### src/rtl/fp_sub_seq.sv
`default_nettype none
// ============================================================================
// Module   : fp_sub_seq
// Purpose  : Sequential IEEE 754 single-precision subtractor, result = a - b.
//            Truncating arithmetic (no rounding), denormals accepted, no
//            NaN/Inf special cases. Post-subtraction normalization shifts one
//            bit per cycle to keep the critical path short.
// Ports    : clk    - rising-edge clock
//            rst_n  - asynchronous active-low reset
//            start  - request, sampled only while idle
//            a, b   - minuend / subtrahend (IEEE 754 single)
//            busy   - high whenever the unit is not idle
//            done   - one-cycle pulse, result valid in the same cycle
//            result - registered a - b, held until the next done
// Revision : 1.0 - initial release
// ============================================================================
module fp_sub_seq (
  input  logic        clk,
  input  logic        rst_n,
  input  logic        start,
  input  logic [31:0] a,
  input  logic [31:0] b,
  output logic        busy,
  output logic        done,
  output logic [31:0] result
);

  localparam logic [2:0] C_IDLE   = 3'd0;
  localparam logic [2:0] C_ALIGN  = 3'd1;
  localparam logic [2:0] C_ADDSUB = 3'd2;
  localparam logic [2:0] C_NORM   = 3'd3;
  localparam logic [2:0] C_DONE   = 3'd4;

  logic [2:0]  r_state;
  logic [2:0]  w_next_state;
  logic [31:0] r_a;
  logic [31:0] r_bn;     // subtrahend with its sign flipped: a - b == a + bn
  logic [23:0] r_ma;
  logic [23:0] r_mb;
  logic [7:0]  r_exp;
  logic        r_sign;
  logic [23:0] r_mant;
  logic [31:0] r_result;

  // Operand capture and zero-operand shortcut
  logic [31:0] w_bn;
  logic        w_a_zero;
  logic        w_b_zero;
  assign w_bn     = {~b[31], b[30:0]};
  assign w_a_zero = (a[30:0] == 31'd0);
  assign w_b_zero = (b[30:0] == 31'd0);

  // Alignment: hidden bit is 1 only for a nonzero exponent
  logic [7:0]  w_ea;
  logic [7:0]  w_eb;
  logic [23:0] w_ma_raw;
  logic [23:0] w_mb_raw;
  logic        w_a_ge;
  logic [7:0]  w_diff;
  logic [23:0] w_ma_al;
  logic [23:0] w_mb_al;
  assign w_ea     = r_a[30:23];
  assign w_eb     = r_bn[30:23];
  assign w_ma_raw = {(w_ea != 8'd0), r_a[22:0]};
  assign w_mb_raw = {(w_eb != 8'd0), r_bn[22:0]};
  assign w_a_ge   = (w_ea >= w_eb);
  assign w_diff   = w_a_ge ? (w_ea - w_eb) : (w_eb - w_ea);
  assign w_ma_al  = w_a_ge ? w_ma_raw : ((w_diff >= 8'd24) ? 24'd0 : (w_ma_raw >> w_diff));
  assign w_mb_al  = !w_a_ge ? w_mb_raw : ((w_diff >= 8'd24) ? 24'd0 : (w_mb_raw >> w_diff));

  // Add/subtract of aligned magnitudes; with differing signs the larger
  // magnitude sets the sign (a tie yields zero, so its sign is irrelevant
  // except that a's sign is selected).
  logic        w_same;
  logic        w_ma_ge;
  logic [24:0] w_sum;
  logic        w_sign;
  logic [7:0]  w_exp_inc;
  assign w_same    = (r_a[31] == r_bn[31]);
  assign w_ma_ge   = (r_ma >= r_mb);
  assign w_sum     = w_same  ? ({1'b0, r_ma} + {1'b0, r_mb}) :
                     w_ma_ge ? ({1'b0, r_ma} - {1'b0, r_mb}) :
                               ({1'b0, r_mb} - {1'b0, r_ma});
  assign w_sign    = (w_same || w_ma_ge) ? r_a[31] : r_bn[31];
  assign w_exp_inc = r_exp + 8'd1;   // wraps at 255 by design

  // Normalization keeps shifting until the leading one reaches bit 23 or the
  // exponent bottoms out at 0 (denormal encoding).
  logic w_norm_shift;
  assign w_norm_shift = !r_mant[23] && (r_exp != 8'd0);

  // State register
  always_ff @(posedge clk or negedge rst_n) begin
    if (!rst_n) r_state <= C_IDLE;
    else        r_state <= w_next_state;
  end

  // Next-state logic
  always_comb begin
    w_next_state = C_IDLE;
    case (r_state)
      C_IDLE: begin
        if (!start)                 w_next_state = C_IDLE;
        else if (w_a_zero || w_b_zero) w_next_state = C_DONE;
        else                        w_next_state = C_ALIGN;
      end
      C_ALIGN:  w_next_state = C_ADDSUB;
      C_ADDSUB: w_next_state = ((w_sum == 25'd0) || w_sum[24]) ? C_DONE : C_NORM;
      C_NORM:   w_next_state = w_norm_shift ? C_NORM : C_DONE;
      C_DONE:   w_next_state = C_IDLE;
      default:  w_next_state = C_IDLE;
    endcase
  end

  // Outputs
  always_comb begin
    busy = (r_state != C_IDLE);
    done = (r_state == C_DONE);
  end
  assign result = r_result;

  // Datapath registers; r_result is written only on transitions into DONE
  always_ff @(posedge clk or negedge rst_n) begin
    if (!rst_n) begin
      r_a      <= 32'd0;
      r_bn     <= 32'd0;
      r_ma     <= 24'd0;
      r_mb     <= 24'd0;
      r_exp    <= 8'd0;
      r_sign   <= 1'b0;
      r_mant   <= 24'd0;
      r_result <= 32'd0;
    end else begin
      case (r_state)
        C_IDLE: begin
          if (start) begin
            r_a  <= a;
            r_bn <= w_bn;
            // a == 0 is tested first, so 0 - (+0) gives -0
            if (w_a_zero)      r_result <= w_bn;
            else if (w_b_zero) r_result <= a;
          end
        end
        C_ALIGN: begin
          r_exp <= w_a_ge ? w_ea : w_eb;
          r_ma  <= w_ma_al;
          r_mb  <= w_mb_al;
        end
        C_ADDSUB: begin
          r_sign <= w_sign;
          if (w_sum == 25'd0) begin
            r_result <= 32'd0;
          end else if (w_sum[24]) begin
            r_mant   <= w_sum[24:1];
            r_exp    <= w_exp_inc;
            r_result <= {w_sign, w_exp_inc, w_sum[23:1]};
          end else begin
            r_mant <= w_sum[23:0];
          end
        end
        C_NORM: begin
          if (w_norm_shift) begin
            r_mant <= {r_mant[22:0], 1'b0};
            r_exp  <= r_exp - 8'd1;
          end else begin
            r_result <= {r_sign, r_exp, r_mant[22:0]};
          end
        end
        default: ;
      endcase
    end
  end

endmodule
`default_nettype wire

### config.mk
export PLATFORM = sky130hd
export DESIGN_NAME = fp_sub_seq
export DESIGN_NICKNAME = d
export VERILOG_FILES = /design/src/rtl/fp_sub_seq.sv
export SDC_FILE = /design/constraint.sdc
export NUM_CORES = 1
export LEC_CHECK = 0
export CAP_MARGIN = 20
export CORE_MARGIN = 4
export CORE_UTILIZATION = 40
export DETAILED_ROUTE_END_ITERATION = 16
export PLACE_DENSITY_LB_ADDON = 0.08
export SYNTH_ARGS = -nofsm -noshare
export SYNTH_HDL_FRONTEND = slang
export SYNTH_SLANG_ARGS = --single-unit
### constraint.sdc
create_clock -name clk -period 7.8 [get_ports clk]
set_input_delay 1.56 -clock clk [delete_from_list [all_inputs] [get_ports clk]]
set_output_delay 1.56 -clock clk [all_outputs]
set_load 0.02 [all_outputs]
======== Yosys cells after proc, flatten, opt, wreduce, memory -nomap -nowiden ========
Cells that the tools add are included.
storage, ports and cells
  register bits ........................... 180
  input port bits ......................... 67
  output and inout bits ................... 34
operators by class
  add/sub/neg operators ................... 7
  order comparisons ....................... 3
  equality and inequality tests ........... 12
  shifts and indexed selects .............. 2
  mux-type cells .......................... 29
  bitwise operators ....................... 1
  reduce and logical (&&, ||, !) cells .... 20
operators with widths
  kind                                                                count
  2-to-1 mux 32 bit                                                   6
  2-to-1 mux 24 bit                                                   7
  one-hot mux 32 bit (3 select lines)                                 1
  logical NOT 31 bit                                                  2
  2-to-1 mux 25 bit                                                   2
  subtractor 24 x 24 -> 25 bit                                        2
  one-hot mux 24 bit (2 select lines)                                 1
  right shift 24 x 8 -> 24 bit                                        2
  2-to-1 mux 8 bit                                                    5
  adder 24 x 24 -> 25 bit                                             1
  logical NOT 25 bit                                                  1
  greater-or-equal comparator 24 bit                                  1
  one-hot mux 8 bit (3 select lines)                                  1
  nonzero test 8 bit                                                  3
  subtractor 8 bit                                                    2
  2-to-1 mux 3 bit                                                    4
  one-hot mux 3 bit (4 select lines)                                  1
  != test 2 bit (second input constant)                               5
  nonzero test 3 bit                                                  3
  adder 8 x 1 -> 8 bit (second input constant)                        1
  greater-or-equal comparator 8 x 5 -> 1 bit (second input constant)  1
  greater-or-equal comparator 8 bit                                   1
  subtractor 8 x 1 -> 8 bit (second input constant)                   1
  equality test 3 x 2 -> 1 bit (second input constant)                2
  15 further kinds                                                    18

======== Longest topological paths before layout ========
  word-level depth ........................ 7
  mapped depth ............................ 19
  gate-level depth less buffers ........... 16

======== Worst setup path before layout ========
No wires, ideal clock.
  path kind ............................... flip-flop to flip-flop
  from .................................... register r_ma[12]
  to ...................................... register r_mant[10]
  setup time .............................. 0.125 ns
  data arrival time ....................... 3.991 ns
  data required time ...................... 7.675 ns
  path slack .............................. 3.683 ns
  stages on the path, launching flop included .. 18
  clock period less this slack ............ 4.117 ns
  cell sequence ........................... dfrtp_1 -> inv_1 -> ha_1 -> buf_6 -> a21oi_4 -> o21ai_1 -> a221o_1 -> or2_1 -> buf_2 -> or4_1 -> nand3_1 -> xnor2_1 -> nand4_1 -> nor4_4 -> a41oi_2 -> o21ai_4 -> buf_12 -> mux2_4
on the way
  cells in the longest elaborated chain, start to end .. 6
  elaborated cells on any way between the ends .. 12
  classes of those cells .................. add/sub (3); order compare (1); eq/ne (1); mux (5); reduce/logical (2)
ends and longest elaborated chain
  item                                                                                  line      source
  start: declaration                                                                    38        logic [23:0] r_ma;
  start signal: assignment                                                              146       r_ma <= w_ma_al;
  subtractor 24 x 24 -> 25 bit (tied with other cells)                                  83        ({1'b0, r_mb} - {1'b0, r_ma});
  2-to-1 mux 25 bit                                                                     82        w_ma_ge ? ({1'b0, r_ma} - {1'b0, r_mb}) :
  2-to-1 mux 25 bit (*)                                                                 81        assign w_sum = w_same ? ({1'b0, r_ma} + {1'b0, r_mb}) :
  logical NOT 25 bit or 2-to-1 mux 24 bit (tied branches)                               151, 153
  != test 2 bit (no line) or 2-to-1 mux 24 bit (tied branches)                          --
  AND reduction 3 bit (no line) or one-hot mux 24 bit (2 select lines) (tied branches)  --
  end signal: assignment                                                                154       r_mant <= w_sum[24:1];
  end signal: assignment                                                                158       r_mant <= w_sum[23:0];
  end signal: assignment                                                                163       r_mant <= {r_mant[22:0], 1'b0};
  end: declaration                                                                      42        logic [23:0] r_mant;
Mark *: on every way between the ends. The rest lies on a longest branch, timed or not. The select of a mux whose other input is x is not followed.
A chain may end at the register's enable or synchronous reset.

======== Final worst setup path ========
  from .................................... register r_a[23]
  to ...................................... register r_mb[1]
on the way
  cells in the longest elaborated chain, start to end .. 5
  elaborated cells on any way between the ends .. 8
  classes of those cells .................. add/sub (2); order compare (2); shift (1); mux (3)
ends and longest elaborated chain
  item                                                                                        line    source
  start: declaration                                                                          36      logic [31:0] r_a;
  start signal: assignment                                                                    125     r_a <= 32'd0;
  start signal: assignment                                                                    137     r_a <= a;
  subtractor 8 bit or greater-or-equal comparator 8 bit (tied branches)                       67, 66
  2-to-1 mux 8 bit                                                                            67      assign w_diff = w_a_ge ? (w_ea - w_eb) : (w_eb - w_ea);
  right shift 24 x 8 -> 24 bit or greater-or-equal comparator 8 x 5 -> 1 bit (tied branches)  69      assign w_mb_al = !w_a_ge ? w_mb_raw : ((w_diff >= 8'd24) ? 24'd0 : (w_mb_raw >> w_diff));
  2-to-1 mux 24 bit                                                                           69
  2-to-1 mux 24 bit (*)                                                                       69
  end signal: assignment                                                                      147     r_mb <= w_mb_al;
  end: declaration                                                                            39      logic [23:0] r_mb;
Mark *: on every way between the ends. The rest lies on a longest branch, timed or not.

==> flow_metrics.tcl <==
set metrics [dict create \
    final_layout_size_suffix_gt1_share_pct 13.7 \
    crit_path_end "r_mb[1]" \
    synth_largest_area_cell "dfrtp_1" \
    critPathRequiredTime_ps 8080 \
    worstPathArrival_ps 6260 \
    fin_crit_sh_pct 76.7 \
    fin_worst_skew_ps 14.2 \
    synthCells 1842 \
    dpl.hpwl_um 51000 \
    first_pass_iters 6 \
    ys_seq_area_share_pct 28.1 \
    fin_util_pct 45.3 \
    critPathKind "flip-flop to flip-flop" \
    drt_iter0_drc 1779 \
    core_area_um2 39700 \
    antenna_found_initial 1 \
    synth_edf_count 0 \
    fin_tns_setup_ps 0 \
    drtAntennaViolNets 0 \
    yosysMostFrequentCell "nand2_1" \
    worstSetupEndpointType "flip-flop" \
    tritoncts "built" \
    dieArea_um2 43400 \
    die_w_um 208 \
    rr_startpoint "r_a[23]" \
    cts_root_buf "clkbuf_16" \
    slew_viol_final 0 \
    grt_setup_unrepaired "false" \
    grt_pass1_vias 15000 \
    netlist.area_leader.share_pct 28.1 \
    regArea_um2 4500 \
    yosysUniqueCellTypes 96 \
    synth_common_cells "nand2_1 (187), dfrtp_1 (180), a21oi_1 (166)" \
    hold_viol 0 \
    holdBufCountCts 0 \
    die_h_um 208 \
    fin_nets 2018 \
    clk_latency_ps 460 \
    reg2reg_to "r_mb[1]" \
    post_cts_buffers 0 \
    path_clk_slew_ps 80 \
    rows 73 \
    wl_per_cell_um 27.4 \
    grt_first_pass_wirelength_um 98900 \
    ctsResizeCount 0 \
    cap_viol_max_count 0 \
    htree_levels 4 \
    setup_violations 0 \
    nFillCells 3920 \
    yosys_most_used_dff "dfrtp_1" \
    setup_slack_ps 1820 \
    cp-start-kind "flip-flop" \
    fin_crit_ps 5980 \
    grt_max_degree 81 \
    reg2regPathDepth 16 \
    io_buffers 100 \
    synth_area_leaders "dfrtp_1 (28%), ha_1 (7.0%), mux2_2 (6.5%)" \
    ys_ff_latch 180 \
    max_slew_margin_pct 26.6 \
    critical_path.startpoint "r_a[23]" \
    dr_total_vias 15400 \
    worst_pin_slew_ps 1090 \
    wl_um 65700 \
    start_util_pct 40.4 \
    routabilityCongestion 0.948 \
    syn2layout_area_growth_pct 12.1 \
    min_path_type "flip-flop to flip-flop" \
    synth_nets 2004 \
    grt_overflow_total 0 \
    crit_fanout 36 \
    pre_cts_ws_ps 2050 \
    synth_async_sr_flop_share_pct 100 \
    synth_area_um2 16000 \
    max_clock_freq_mhz 167 \
    numCtsBuffers 17 \
    rrSetupSlack_ps 1820 \
    multi_input_area_um2 10700 \
    yosys_warnings 0 \
    io_pins 101 \
    cts_buffer_depth 2 \
    vias_per_cell 6.43 \
    track_usage_pct 29.6 \
    outcome "complete, no violations" \
    clock_sinks 180 \
    syn_avg_cell_area_um2 8.71 \
    route.detailed.drc 0 \
]
==> layout make-up <==
cell class / count / area share [%]
diodes: 2 / 0.0278
repair buffers: 125 / 6.64
multi-input cells: 1431 / 59.3
well taps: 525 / 3.65
inverters: 101 / 2.11
clock buffers: 19 / 2.41
clock inverters: 13 / 0.848
flip-flops and latches: 180 / 25.0
==> how the worst min path moves through the flow <==
stage,from,to,slack [ps],cells after the start
2_1_floorplan,r_sign,r_sign,450,2
3_3_place_gp,r_sign,r_sign,470,2
3_5_place_dp,r_sign,r_sign,480,2
4_1_cts,r_sign,r_sign,500,2
5_1_grt,r_mant[4],r_mant[4],530,1
6_report,r_sign,r_sign,500,2
==> sequential cells by signal (all words and copies together), names as in the netlist <==
register  count
r_mb         24
result       32
r_exp         8
r_ma         24
r_mant       24
r_bn         32
r_sign        1
r_a          32
r_state       3
==> metrics by stage <==
stage	area [µm²]	cells	hold WS, ps
6_report	18000	2396	498
5_1_grt	18000	2394	525
4_1_cts	18000	2394	498
3_5_place_dp	17400	2362	481
3_3_place_gp	17400	2361	472
2_1_floorplan	16000	1842	451
==> cells by family after synthesis <==
group | after synthesis | share of synthesized area, %
xor+xnor | 40 | 2.32
simple gates | 532 | 16.1
mux | 187 | 16.0
fa+ha+maj | 95 | 7.64
buf+inv | 231 | 6.06
compound gates | 577 | 23.8
flops | 180 | 28.1
==> layout by cell type (no fill, tap or decap), types with 24 or more instances in the layout <==
cell             Yosys  routed
buf_4                5      24
mux2_2              92      92
nand3_1             43      43
nor3_1              28      28
mux4_2              39      39
o21ai_0            130     130
ha_1                90      89
nand2_1            187     185
nor4_1              38      37
nand4_1             31      31
clkdlybuf4s50_1      0      99
nor2_1             114     112
inv_1              100     100
dfrtp_1            180     180
a21o_1              29      29
mux2i_1             37      36
a21oi_1            166     166
==> critical path, stage by stage, from the launching register on <==
cell       delay (ps)
dfrtp_1           400
inv_1             120
ha_2              190
inv_1              50
fa_1              380
a21o_1            180
a211oi_1          230
o21ai_1           170
a21oi_4           260
buf_4             460
mux2i_1           180
xnor2_1           450
and2_1            580
nand2_1           530
o2111ai_1         610
o21ai_0           420
a31oi_1           560
==> metal layers <==
metal	track usage [%]	vias up	wire length [µm]
li1	-	6864	-
met1	40.4	7612	27600
met2	46.9	792	29700
met3	4.15	128	4910
met4	12.8	0	3460
met5	0	-	0
Power is not shown: default switching activity piles up to over one toggle a cycle in this logic, so the estimate is an artifact.
